$ cat config.mk
export PLATFORM = sky130hd
export DESIGN_NAME = regfile_dump_flat
export DESIGN_NICKNAME = d
export VERILOG_FILES = /design/src/rtl/mspu_dbg_pkg.sv /design/src/rtl/regfile_dump_if.sv /design/src/rtl/regfile_dump.sv /design/src/flat_wrapper.sv
export SDC_FILE = /design/constraint.sdc
export NUM_CORES = 1
export LEC_CHECK = 0
export CORE_ASPECT_RATIO = 2
export CORE_MARGIN = 1.5
export CORE_UTILIZATION = 41
export DETAILED_ROUTE_END_ITERATION = 7
export MAX_ROUTING_LAYER = met4
export PLACE_DENSITY_LB_ADDON = 0.05
export SLEW_MARGIN = 20
export SYNTH_ARGS = -nofsm -noshare
export SYNTH_HDL_FRONTEND = slang
export SYNTH_SLANG_ARGS = --single-unit
$ cat constraint.sdc
create_clock -name clk -period 2.5 [get_ports clk]
set_input_delay 0.375 -clock clk [delete_from_list [all_inputs] [get_ports clk]]
set_output_delay 0.375 -clock clk [all_outputs]
set_load 0.005 [all_outputs]
$ cat src/rtl/mspu_dbg_pkg.sv
// Shared debug-path types: dump FSM state encoding and register-file geometry.
package mspu_dbg_pkg;

    typedef enum logic [1:0] {
        DUMP_IDLE,
        DUMP_LOAD,
        DUMP_SEND,
        DUMP_DONE
    } dump_state_t;

    localparam int REG_ADDR_W = 5;
    localparam int REG_DATA_W = 32;

endpackage

$ cat src/rtl/regfile_dump_if.sv
// Valid/ready word stream from the register-file dumper to the debug link.
interface regfile_dump_if #(
    parameter int ADDR_W = 5,
    parameter int DATA_W = 32
);
    logic              dout_valid;
    logic              dout_ready;
    logic [DATA_W-1:0] dout_data;
    logic [ADDR_W-1:0] dout_idx;
    logic              dout_last;

    modport master (
        output dout_valid,
        input  dout_ready,
        output dout_data,
        output dout_idx,
        output dout_last
    );

    modport slave (
        input  dout_valid,
        output dout_ready,
        input  dout_data,
        input  dout_idx,
        input  dout_last
    );
endinterface

$ cat src/rtl/regfile_dump.sv
// Walks register indices FIRST_REG..NUM_REGS-1 through read port A while the core is
// halted and streams each value out; index 0 always reads as zero.
module regfile_dump
    import mspu_dbg_pkg::*;
#(
    parameter int NUM_REGS  = 32,
    parameter int ADDR_W    = REG_ADDR_W,
    parameter int DATA_W    = REG_DATA_W,
    parameter int FIRST_REG = 0
) (
    input  logic              clk,
    input  logic              reset,
    input  logic              run,
    input  logic              start,
    output logic              busy,
    output logic              done,
    output logic              aborted,
    output logic [ADDR_W-1:0] raddr,
    input  logic [DATA_W-1:0] rdata,
    regfile_dump_if.master    dout
);

    localparam logic [ADDR_W-1:0] LAST_IDX  = ADDR_W'(NUM_REGS - 1);
    localparam logic [ADDR_W-1:0] FIRST_IDX = ADDR_W'(FIRST_REG);

    dump_state_t       r_state;
    logic [ADDR_W-1:0] r_raddr;
    logic              r_done;
    logic              r_aborted;
    logic              r_valid;
    logic [DATA_W-1:0] r_data;
    logic [ADDR_W-1:0] r_idx;
    logic              r_last;

    always_ff @(posedge clk) begin
        if (!reset) begin
            r_state   <= DUMP_IDLE;
            r_raddr   <= '0;
            r_done    <= 1'b0;
            r_aborted <= 1'b0;
            r_valid   <= 1'b0;
            r_data    <= '0;
            r_idx     <= '0;
            r_last    <= 1'b0;
        end else begin
            r_done    <= 1'b0;
            r_aborted <= 1'b0;
            case (r_state)
                DUMP_IDLE: begin
                    if (start && !run) begin
                        r_raddr <= FIRST_IDX;
                        r_state <= DUMP_LOAD;
                    end
                end
                DUMP_LOAD: begin
                    if (run) begin
                        r_valid   <= 1'b0;
                        r_aborted <= 1'b1;
                        r_state   <= DUMP_IDLE;
                    end else begin
                        r_data  <= (r_raddr == '0) ? '0 : rdata;
                        r_idx   <= r_raddr;
                        r_last  <= (r_raddr == LAST_IDX);
                        r_valid <= 1'b1;
                        r_state <= DUMP_SEND;
                    end
                end
                DUMP_SEND: begin
                    // run wins over a handshake landing on the same edge
                    if (run) begin
                        r_valid   <= 1'b0;
                        r_aborted <= 1'b1;
                        r_state   <= DUMP_IDLE;
                    end else if (dout.dout_ready) begin
                        r_valid <= 1'b0;
                        if (r_last) begin
                            r_done  <= 1'b1;
                            r_state <= DUMP_DONE;
                        end else begin
                            r_raddr <= r_raddr + ADDR_W'(1);
                            r_state <= DUMP_LOAD;
                        end
                    end
                end
                DUMP_DONE: begin
                    r_state <= DUMP_IDLE;
                end
                default: begin
                    r_state <= DUMP_IDLE;
                end
            endcase
        end
    end

    assign busy            = (r_state != DUMP_IDLE);
    assign done            = r_done;
    assign aborted         = r_aborted;
    assign raddr           = r_raddr;
    assign dout.dout_valid = r_valid;
    assign dout.dout_data  = r_data;
    assign dout.dout_idx   = r_idx;
    assign dout.dout_last  = r_last;

endmodule

$ cat src/flat_wrapper.sv
// flat-port wrapper written by rule: the top's interface ports become plain ports
module regfile_dump_flat import mspu_dbg_pkg::*;
#(
    parameter int NUM_REGS  = 32,
    parameter int ADDR_W    = REG_ADDR_W,
    parameter int DATA_W    = REG_DATA_W,
    parameter int FIRST_REG = 0
)
  (clk, reset, run, start, busy, done, aborted, raddr, rdata, dout_dout_valid, dout_dout_ready, dout_dout_data, dout_dout_idx, dout_dout_last);
  regfile_dump_if #(.ADDR_W(ADDR_W), .DATA_W(DATA_W)) dout_i ();
  input  logic clk;
  input  logic reset;
  input  logic run;
  input  logic start;
  output logic busy;
  output logic done;
  output logic aborted;
  output logic [ADDR_W-1:0] raddr;
  input  logic [DATA_W-1:0] rdata;
  output wire logic [$bits(dout_i.dout_valid)-1:0] dout_dout_valid;
  input wire logic [$bits(dout_i.dout_ready)-1:0] dout_dout_ready;
  output wire logic [$bits(dout_i.dout_data)-1:0] dout_dout_data;
  output wire logic [$bits(dout_i.dout_idx)-1:0] dout_dout_idx;
  output wire logic [$bits(dout_i.dout_last)-1:0] dout_dout_last;
  assign dout_dout_valid = dout_i.dout_valid;
  assign dout_i.dout_ready = dout_dout_ready;
  assign dout_dout_data = dout_i.dout_data;
  assign dout_dout_idx = dout_i.dout_idx;
  assign dout_dout_last = dout_i.dout_last;
  regfile_dump #(.NUM_REGS(NUM_REGS), .ADDR_W(ADDR_W), .DATA_W(DATA_W), .FIRST_REG(FIRST_REG)) u_core (.clk(clk), .reset(reset), .run(run), .start(start), .busy(busy), .done(done), .aborted(aborted), .raddr(raddr), .rdata(rdata), .dout(dout_i));
endmodule
# ---- Word-level counts from Yosys, hierarchy flattened
# Cells that the tools add are included.
dict set report totals {
  reg_bits 48
  input_bits 37
}
dict set report classes {
  addsub 1
  n_eq_ne 9
  muxes 18
  bitwise 4
  reduce_logical 14
}
# operator n
set op_table {}
lappend op_table {{32-bit two-way mux} 1}
lappend op_table {{5-bit two-way mux} 4}
lappend op_table {{2-bit two-way mux} 5}
lappend op_table {{5-bit one-hot mux with 2 select lines} 1}
lappend op_table {{2-bit one-hot mux with 4 select lines} 1}
lappend op_table {{2-bit AND reduction} 4}
lappend op_table {{2-bit != test, second input constant} 3}
lappend op_table {{2-bit nonzero test} 3}
lappend op_table {{5-bit by 1-bit adder with 5-bit output, second input constant} 1}
lappend op_table {{5-bit equality test, second input constant} 1}
lappend op_table {{5-bit logical NOT} 1}
lappend op_table {{1-bit two-way mux} 5}
lappend op_table {{5-bit AND reduction} 1}
lappend op_table {{2-bit equality test, second input constant} 2}
lappend op_table {{1-bit NOT} 4}
lappend op_table {{4-bit OR reduction} 1}
lappend op_table {{3-bit != test, second input constant} 1}
lappend op_table {{2-bit by 1-bit equality test with 1-bit output, second input constant} 1}
lappend op_table {{2-bit logical NOT} 1}
lappend op_table {{2-bit by 1-bit != test with 1-bit output, second input constant} 1}
lappend op_table {{1-bit one-hot mux with 2 select lines} 1}
lappend op_table {{2-bit OR reduction} 1}
lappend op_table {{1-bit logical AND} 1}
lappend op_table {{1-bit logical NOT} 1}

# ---- Depth between registers and ports, before layout
# Gate-level depths: netlist of the first run.
dict set report logic_depth {
  depth_word 5
  depth_mapped 7
  mapped_depth_nobuf 6
}

# ---- Least setup slack after synthesis of the first run
# No wires, ideal clock.
dict set report synth_timing {
  path_type {flip-flop to flip-flop}
  startpoint {register u_core.r_state[0]}
  endpoint {register u_core.r_raddr[2], in the netlist u_core.raddr[2]}
  setup_time_ps 121
  arrival_time_ps 1820
  required_time_ps 2379
  path_slack_ps 558
  path_stages_with_launch 8
  synth_period_minus_slack_ps 1942
  cell_sequence {dfxtp_1 -> inv_1 -> ha_1 -> buf_6 -> nand2b_1 -> a222oi_1 -> a21boi_1 -> o22ai_1}
}
dict set report synth_via {
  elab_chain_cells 3
}
# item line
set synth_rtl {}
lappend synth_rtl {{start, declared} regfile_dump.sv:26} ;# dump_state_t r_state;
lappend synth_rtl {{start signal, assigned} regfile_dump.sv:37} ;# r_state <= DUMP_IDLE;
lappend synth_rtl {{start signal, assigned} regfile_dump.sv:52} ;# r_state <= DUMP_LOAD;
lappend synth_rtl {{start signal, assigned} regfile_dump.sv:59} ;# r_state <= DUMP_IDLE;
lappend synth_rtl {{2-bit equality test / 2-bit logical NOT (equally long branches)} regfile_dump.sv:48} ;# case (r_state)
lappend synth_rtl {{2-bit != test (no line), or another cell as far along} n/a}
lappend synth_rtl {{5-bit AND reduction (no line)} n/a}
lappend synth_rtl {{end signal, assigned} regfile_dump.sv:80} ;# r_raddr <= r_raddr + ADDR_W'(1);
lappend synth_rtl {{end, declared} regfile_dump.sv:27} ;# logic [ADDR_W-1:0] r_raddr;
# Several ways; a longest one is shown, not always the timed one.
# A chain may end at the register's enable or synchronous reset.

# ---- Worst setup path in the final report of the first run
dict set report layout_timing {
  startpoint {register u_core.r_state[1]}
  endpoint {output port busy}
}
dict set report layout_via {
  elab_chain_cells 1
}
# item line
set layout_rtl {}
lappend layout_rtl {{2-bit nonzero test} regfile_dump.sv:95} ;# assign busy = (r_state != DUMP_IDLE);
lappend layout_rtl {{end, declared} flat_wrapper.sv:15} ;# output logic busy;
# No other way between the ends.

==> impl_metrics.csv, run 1 <==
group,metric,value,unit
finish,multi_input_area,841,um2
clock_network,htreeDepth,2,
synthesis,ys_ff_latch,48,
critical_path,worst_setup_path_end_kind,"output port",
timing,worst_pin_slew,0.459,ns
clock_network,clk_pin_slew,0.09,ns
clock_network,ctsLongestPathBuffers,2,
global_routing,grt_pass1_wl,8390,um
run,maxCapViolCount,0,
synthesis,synthCells,207,
route,drc,0,
clock_network,cts_hold_buf,0,
route,drt-pass1-iter-count,4,
timing,finalMaxSlewViolations,0,
timing,min_period,1.96,ns
floorplan,die_h,99.1,um
placement,dpl.cell_count,337,
timing,finalHoldViolations,0,
route,ant_nets,0,
clock_network,post_cts_buffers,0,
route,vias_per_cell,5.15,
synthesis,ys.warnings.count,0,
hold_path,hold_class,"reg -> reg",
placement,routabilityCongestion,0.710,
critical_path,cp_max_fo,5,
finish,nFillCells,378,
synthesis,ys_seq_area_frac,0.508,
timing,min_period_over_period,0.784,
pwr,powerDensity,496,mW/mm2
finish,fin_util,0.655,
critical_path,arrival,1.58,ns
synthesis,syn_area_per_cell,9.15,um2
route,dr_total_vias,1777,
floorplan,die_area,0.00506,mm2
global_routing,grtUsageTotal,0.219,
finish,syn_to_final_growth,51.6,%
timing,finalClockSkew,0.00753,ns
global_routing,grt.overflow.total,0,
finish,final_cells,345,
synthesis,synth_fp_nets,252,
clock_network,cts_root_buf,"clkbuf_8",
floorplan,coreArea,0.00438,mm2
global_routing,grt_pass1_vias,1829,
timing,grt_setup_unrepaired,"false",
finish,fin_nets,335,
route,wire_per_inst,14.2,um
finish,diodes,0,
timing,setup_ws,0.541,ns
critical_path,crit_type,"reg -> out",
outcome,status,"completed",
finish,seq_area,961,um2
clock_network,cts_buffers,5,
clock_network,clock_sinks,48,
placement,dp_hpwl,3550,um
route,wl,4880,um
critical_path,worst_setup_path_start_kind,"flip-flop",
clock_network,cts_resized,0,
timing,slew_headroom,0.693,
floorplan,ios,84,
finish,drive_gt1_frac,0.0619,
floorplan,start_util,0.432,
synthesis,synth_area,0.00189,mm2
global_routing,grt_max_degree,33,
critical_path,crit_required,2.12,ns
timing,fin_tns_setup,0,ns
placement,dpl_worst_slack,0.433,ns
floorplan,die_w,51.1,um
synthesis,synth_cell_type_count,30,
pwr,p_leak,1.03,nW
floorplan,rows,34,
placement,place.port_buffers,83,
pwr,ir_drop,0.405,mV
route,drt-initial-drc-count,43,
timing,finalSetupViolations,0,
clock_network,cts_tree,"yes",
clock_network,clkLatencyLatePin,0.30,ns
global_routing,antenna_found_initial,0,
timing,fmax,0.510,GHz
==> critical path: stages (launching register included) <==
cell	delay [ns]
dfxtp_1	0.39
inv_1	0.10
ha_1	0.25
inv_1	0.07
clkdlybuf4s50_1	0.49
==> Yosys cell counts (all sizes together) <==
master  number  share of area
a21boi       1         0.0040
a21o         1         0.0040
a21oi       12          0.032
a221oi       1         0.0046
a222oi       1         0.0053
a22oi       32           0.13
a311oi       1         0.0046
and3         2         0.0066
buf          3          0.014
clkbuf      10          0.020
dfxtp       48           0.51
ha           8          0.053
inv          8          0.016
mux2i        2          0.011
nand2       18          0.037
nand2b       9          0.034
nand3        3         0.0079
nand3b       1         0.0040
nor2        37          0.073
nor2b        1         0.0033
nor3         2         0.0053
nor3b        1         0.0040
nor4b        1         0.0046
o22ai        2         0.0066
o41ai        1         0.0086
or3          1         0.0033
==> power by group <==
part | internal (mW) | switching, mW | total, mW
sequential | 0.769 | 0.00336 | 0.772
clock | 0.225 | 0.253 | 0.479
combinational | 0.0932 | 0.0803 | 0.173
total | 1.09 | 0.337 | 1.42
==> worst paths after layout <==
| kind | end | start | depth (start not counted) | slack [ns] |
|---|---|---|---|---|
| min reg2reg | u_core.dout.dout_idx[4] | u_core.dout.dout_idx[4] | 2 | 0.46 |
| max reg2reg | u_core.raddr[2] | u_core.r_state[0] | 7 | 0.63 |
| min | u_core.dout.dout_idx[4] | u_core.dout.dout_idx[4] | 2 | 0.46 |
| max | busy | u_core.r_state[1] | 4 | 0.54 |
==> cell usage in the layout (no fill, tap or decap), types with 2 or more instances in the layout <==
cell type        count
clkdlybuf4s50_1     83
dfxtp_1             48
nor2_1              36
a22oi_1             32
nand2_1             17
a21oi_1             12
nand2b_1             8
ha_1                 8
inv_1                7
clkbuf_8             6
buf_4                6
nand3_1              3
and3_1               2
o22ai_1              2
mux2i_1              2
nor3_1               2
==> final cells by class <==
class                           instances  area share
Tap cell                               54      0.0235
Multi-Input combinational cell        138       0.293
Timing Repair Buffer                   89       0.305
Sequential cell                        48       0.335
Clock buffer                            7      0.0301
Inverter                                8      0.0105
Clock inverter                          1     0.00262
==> per-layer routing <==
metal,share of wire,track usage
met3,0.032,0.0285
met2,0.54,0.383
met4,0.014,0.0832
met1,0.41,0.248
met5,0,-
==> registers in the layout, summed over array words and instances, names as in the netlist <==
register / count
u_core.aborted: 1
u_core.done: 1
u_core.dout.dout_data: 32
u_core.dout.dout_idx: 5
u_core.dout.dout_last: 1
u_core.dout.dout_valid: 1
u_core.r_state: 2
u_core.raddr: 5
==> cells by family (layout without fill, tap and decap cells) <==
kind of cell | Yosys count | after routing | share of synthesized area
AND/OR/NAND/NOR | 76 | 76 | 0.183
AO/OA/AOI/OAI | 52 | 52 | 0.196
flip-flops | 48 | 48 | 0.508
buffers and inverters | 21 | 105 | 0.0496
adder cells (fa/ha/maj) | 8 | 8 | 0.0529
multiplexers | 2 | 2 | 0.0106
==> per-stage QoR <==
stage | power, mW | hold slack (ns) | cell area (um2)
after floorplan | 0.868 | 0.453 | 1890
after global placement | 0.963 | 0.445 | 2780
after detailed placement | 0.965 | 0.450 | 2780
after CTS | 1.44 | 0.462 | 2870
after global routing | 1.49 | 0.484 | 2870
final | 1.42 | 0.461 | 2870
No activity file was read; power rests on OpenSTA's default activity.
==> inputs of run 2 (changes only) <==
==> constraint.sdc (replaced) <==
create_clock -name clk -period 1.9 [get_ports clk]
set_input_delay 0.285 -clock clk [delete_from_list [all_inputs] [get_ports clk]]
set_output_delay 0.285 -clock clk [all_outputs]
set_load 0.005 [all_outputs]
==> impl_metrics.csv, run 2 (synthesis gave the netlist of run 1 again) <==
group,metric,value,unit
placement,dp_hpwl,3510,um
placement,dpl.cell_count,342,
critical_path,crit_type,"reg -> out",
critical_path,worst_setup_path_end_kind,"output port",
critical_path,worst_setup_path_start_kind,"flip-flop",
timing,slew_headroom,0.700,
timing,fin_tns_setup,0,ns
clock_network,clk_pin_slew,0.09,ns
timing,grt_setup_unrepaired,"false",
timing,worst_pin_slew,0.444,ns
critical_path,crit_path_frequent_cell,"inv_1",
floorplan,coreArea,0.00438,mm2
global_routing,grt.overflow.total,0,
clock_network,ctsLongestPathBuffers,2,
finish,mostFrequentLayoutCell,"clkdlybuf4s50_1",
timing,finalSetupViolations,0,
clock_network,htreeDepth,2,
floorplan,die_h,99.1,um
critical_path,arrival,1.51,ns
route,drc,0,
finish,fin_nets,340,
route,dr_total_vias,1802,
route,wl,4770,um
route,wire_per_inst,13.6,um
global_routing,grt_pass1_vias,1831,
clock_network,cts_root_buf,"clkbuf_8",
finish,diodes,0,
timing,finalClockSkew,0.00600,ns
finish,syn_to_final_growth,55.3,%
critical_path,crit_family,"buffers and inverters",
global_routing,grt_max_degree,33,
clock_network,cts_hold_buf,0,
global_routing,antenna_found_initial,0,
finish,nFillCells,373,
finish,largest_reg_flops,32,
finish,design_area,0.00294,mm2
floorplan,die_area,0.00506,mm2
timing,min_period_over_period,0.943,
clock_network,clock_sinks,48,
clock_network,post_cts_buffers,0,
floorplan,rows,34,
route,drt-pass1-iter-count,4,
clock_network,clkLatencyLatePin,0.29,ns
route,vias_per_cell,5.15,
placement,dpl_worst_slack,-0.0375,ns
critical_path,cp_slowest_cell,"clkdlybuf4s50_1",
clock_network,cts_buffers,5,
pwr,powerDensity,672,mW/mm2
critical_path,cp_num_buf_inv,3,
floorplan,ios,84,
placement,routabilityCongestion,0.729,
finish,drive_gt1_frac,0.0912,
global_routing,grtUsageTotal,0.210,
floorplan,die_w,51.1,um
finish,mostFrequentLayoutCells,"83 x clkdlybuf4s50_1, 46 x dfxtp_1, 36 x nor2_1, 32 x a22oi_1, 17 x nand2_1",
pwr,p_leak,1.07,nW
timing,fmax,0.558,GHz
route,drt-initial-drc-count,34,
outcome,status,"completed",
route,ant_nets,0,
critical_path,crit_required,1.62,ns
clock_network,cts_tree,"yes",
pwr,ir_drop,0.672,mV
hold_path,hold_class,"reg -> reg",
timing,finalHoldViolations,0,
timing,min_period,1.79,ns
floorplan,start_util,0.432,
placement,place.port_buffers,83,
timing,setup_ws,0.109,ns
run,maxCapViolCount,0,
finish,final_cells,350,
critical_path,cp_cell_sequence,"inv_1, ha_1, inv_1, clkdlybuf4s50_1",
timing,finalMaxSlewViolations,0,
placement,place_area,0.00283,mm2
global_routing,grt_pass1_wl,8060,um
critical_path,cp_max_fo,5,
critical_path,cpPeakStageDelay,0.48,ns
## run 2: metrics by stage
step	utilization	power [mW]	hold slack, ns
after global routing	0.671	2.05	0.486
after detailed placement	0.646	1.28	0.453
after CTS	0.670	1.99	0.465
after global placement	0.646	1.28	0.447
after floorplan	-	1.15	0.407
final	0.671	1.98	0.462
## run 2: where the power goes
part / internal, mW / total [mW] / switching [mW]
clock network: 0.391 / 0.721 / 0.330
logic: 0.131 / 0.238 / 0.106
registers: 1.01 / 1.02 / 0.00454
## run 2: what timing repair did
action,in CTS,in global routing
hold endpoints to repair,0,0
setup endpoints to repair,0,1
resized for setup,0,1
## run 2: worst reg2reg max path: stages, from the launching register on
cell,delay [ns]
dfxtp_2,0.35
inv_2,0.06
ha_1,0.25
nand2b_1,0.18
a222oi_1,0.28
buf_4,0.22
a21boi_2,0.16
o22ai_1,0.09
## run 2: layer usage
| layer | global-route usage | wire length, um | vias to the layer above |
|---|---|---|---|
| met5 | - | 0 | - |
| met1 | 0.216 | 1870 | 848 |
| met2 | 0.389 | 2610 | 57 |
| li1 | - | - | 893 |
| met4 | 0.0561 | 54 | 0 |
| met3 | 0.0420 | 232 | 4 |
## run 2: final cells by class
| type | instances | area, um2 | share of cell area |
|---|---|---|---|
| clock buffers | 6 | 72.6 | 0.0247 |
| clock inverters | 2 | 35.0 | 0.0119 |
| inverters | 8 | 30.0 | 0.0102 |
| multi-input cells | 138 | 845 | 0.287 |
| flip-flops and latches | 48 | 963 | 0.328 |
| well taps | 54 | 67.6 | 0.0230 |
| repair buffers | 94 | 926 | 0.315 |
## run 2: final timing paths
check	startpoint	cells past startpoint	end	slack, ns
max	u_core.r_state[1]	4	busy	0.11
min	u_core.dout.dout_idx[0]	2	u_core.dout.dout_idx[0]	0.46
max reg2reg	u_core.r_state[0]	7	u_core.raddr[2]	0.20
min reg2reg	u_core.dout.dout_idx[0]	2	u_core.dout.dout_idx[0]	0.46
==> inputs of run 3 (changes only) <==
--- a/config.mk
+++ b/config.mk
@@ -10,7 +10,7 @@
 export CORE_UTILIZATION = 41
 export DETAILED_ROUTE_END_ITERATION = 7
 export MAX_ROUTING_LAYER = met4
-export PLACE_DENSITY_LB_ADDON = 0.05
+export PLACE_DENSITY = 0.79
 export SLEW_MARGIN = 20
 export SYNTH_ARGS = -nofsm -noshare
 export SYNTH_HDL_FRONTEND = slang
==> impl_metrics.csv, run 3 (synthesis gave the netlist of run 1 again) <==
group,metric,value,unit
pwr,swShare,0.231,
critical_path,cp_max_fo,5,
route,ant_nets,0,
critical_path,cp_slowest_cell,"clkdlybuf4s50_1",
pwr,comb_power_share,0.121,
pwr,total_power,2.01,mW
floorplan,rows,34,
floorplan,coreArea,0.00438,mm2
route,drc,0,
placement,place.port_buffers,83,
timing,fin_tns_setup,0,ns
run,maxCapViolCount,0,
finish,largest_reg_flops,32,
floorplan,start_util,0.432,
finish,fin_nets,339,
finish,diodes,0,
timing,whs,0.459,ns
route,drt-initial-drc-count,28,
clock_network,ctsLongestPathBuffers,2,
timing,setup_ws,0.135,ns
timing,finalSetupViolations,0,
global_routing,antenna_found_initial,0,
pwr,p_leak,1.07,nW
clock_network,clock_sinks,48,
finish,nFillCells,381,
pwr,p_clk_frac,0.371,
finish,design_area,0.00294,mm2
route,vias_per_cell,5.09,
critical_path,worst_setup_path_start_kind,"flip-flop",
timing,worst_pin_slew,0.327,ns
pwr,p_switching,0.464,mW
placement,routabilityCongestion,0.760,
pwr,internal_power,1.54,mW
floorplan,die_area,0.00506,mm2
timing,slew_headroom,0.779,
pwr,power.share.sequential,0.507,
finish,mostFrequentLayoutCells,"83 x clkdlybuf4s50_1, 46 x dfxtp_1, 36 x nor2_1, 32 x a22oi_1, 17 x nand2_1",
placement,dp_hpwl,3660,um
timing,finalMaxSlewViolations,0,
clock_network,cts_hold_buf,0,
pwr,powerDensity,682,mW/mm2
timing,finalClockSkew,0.00554,ns
critical_path,cpPeakStageDelay,0.48,ns
outcome,status,"completed",
pwr,ir_drop,0.591,mV
floorplan,ios,84,
route,wire_per_inst,13.9,um
global_routing,grt_pass1_wl,7900,um
critical_path,cp_num_buf_inv,3,
clock_network,post_cts_buffers,0,
clock_network,clkLatencyLatePin,0.30,ns
clock_network,clk_pin_slew,0.09,ns
critical_path,crit_required,1.62,ns
finish,fin_util,0.671,
critical_path,crit_family,"buffers and inverters",
global_routing,grt_max_degree,42,
hold_path,hold_class,"reg -> reg",
critical_path,arrival,1.48,ns
finish,drive_gt1_frac,0.0949,
finish,mostFrequentLayoutCell,"clkdlybuf4s50_1",
timing,grt_setup_unrepaired,"false",
global_routing,grtUsageTotal,0.211,
clock_network,cts_buffers,5,
critical_path,crit_path_frequent_cell,"inv_1",
clock_network,cts_tree,"yes",
route,drt-pass1-iter-count,6,
global_routing,grt.overflow.total,0,
clock_network,cts_root_buf,"clkbuf_8",
route,wl,4870,um
global_routing,grt_pass1_vias,1728,
critical_path,worst_setup_path_end_kind,"output port",
floorplan,die_w,51.1,um
timing,min_period_over_period,0.929,
clock_network,cts_resized,0,
timing,fmax,0.567,GHz
timing,min_period,1.76,ns
clock_network,htreeDepth,2,
critical_path,cp_cell_sequence,"inv_1, ha_2, inv_1, clkdlybuf4s50_1",
critical_path,crit_type,"reg -> out",
route,dr_total_vias,1777,
finish,syn_to_final_growth,55.4,%
finish,seq_area,963,um2
placement,dpl.cell_count,341,
placement,place_area,0.00282,mm2
placement,dpl_worst_slack,0.0425,ns
timing,finalHoldViolations,0,
finish,multi_input_area,847,um2
finish,final_cells,349,
floorplan,die_h,99.1,um
[run 3: layer usage]
| layer | vias to the layer above | track usage | wire, um |
|---|---|---|---|
| met5 | - | - | 0 |
| met4 | 0 | 0.0728 | 73 |
| met3 | 6 | 0.0450 | 215 |
| met2 | 54 | 0.386 | 2790 |
| met1 | 829 | 0.214 | 1780 |
| li1 | 888 | - | - |
[run 3: layout make-up]
type / instances / area share
clock inverters: 3 / 0.0157
well taps: 54 / 0.0230
clock buffers: 5 / 0.0234
inverters: 8 / 0.0102
flip-flops and latches: 48 / 0.328
repair buffers: 93 / 0.312
multi-input cells: 138 / 0.288
[run 3: worst min-delay path: stages, from the launching register on]
cell	delay, ns
dfxtp_1	0.32
nand2_1	0.05
a21oi_1	0.05
[run 3: power groups by stage]
stage                     combinational (mW)  sequential (mW)  clock [mW]
after detailed placement               0.242             1.04           0
after floorplan                        0.104             1.04           0
after global routing                   0.266             1.02       0.797
after CTS                              0.243             1.02       0.768
after global placement                 0.239             1.04           0
final                                  0.244             1.02       0.744
[run 3: worst paths after layout]
check                                        startpoint                      end  slack, ns  cells past startpoint
worst max-delay path                  u_core.r_state[1]                     busy       0.14                      4
worst min-delay path            u_core.dout.dout_idx[4]  u_core.dout.dout_idx[4]       0.46                      2
worst max register to register        u_core.r_state[0]          u_core.raddr[3]       0.22                      7
worst min register to register  u_core.dout.dout_idx[4]  u_core.dout.dout_idx[4]       0.46                      2
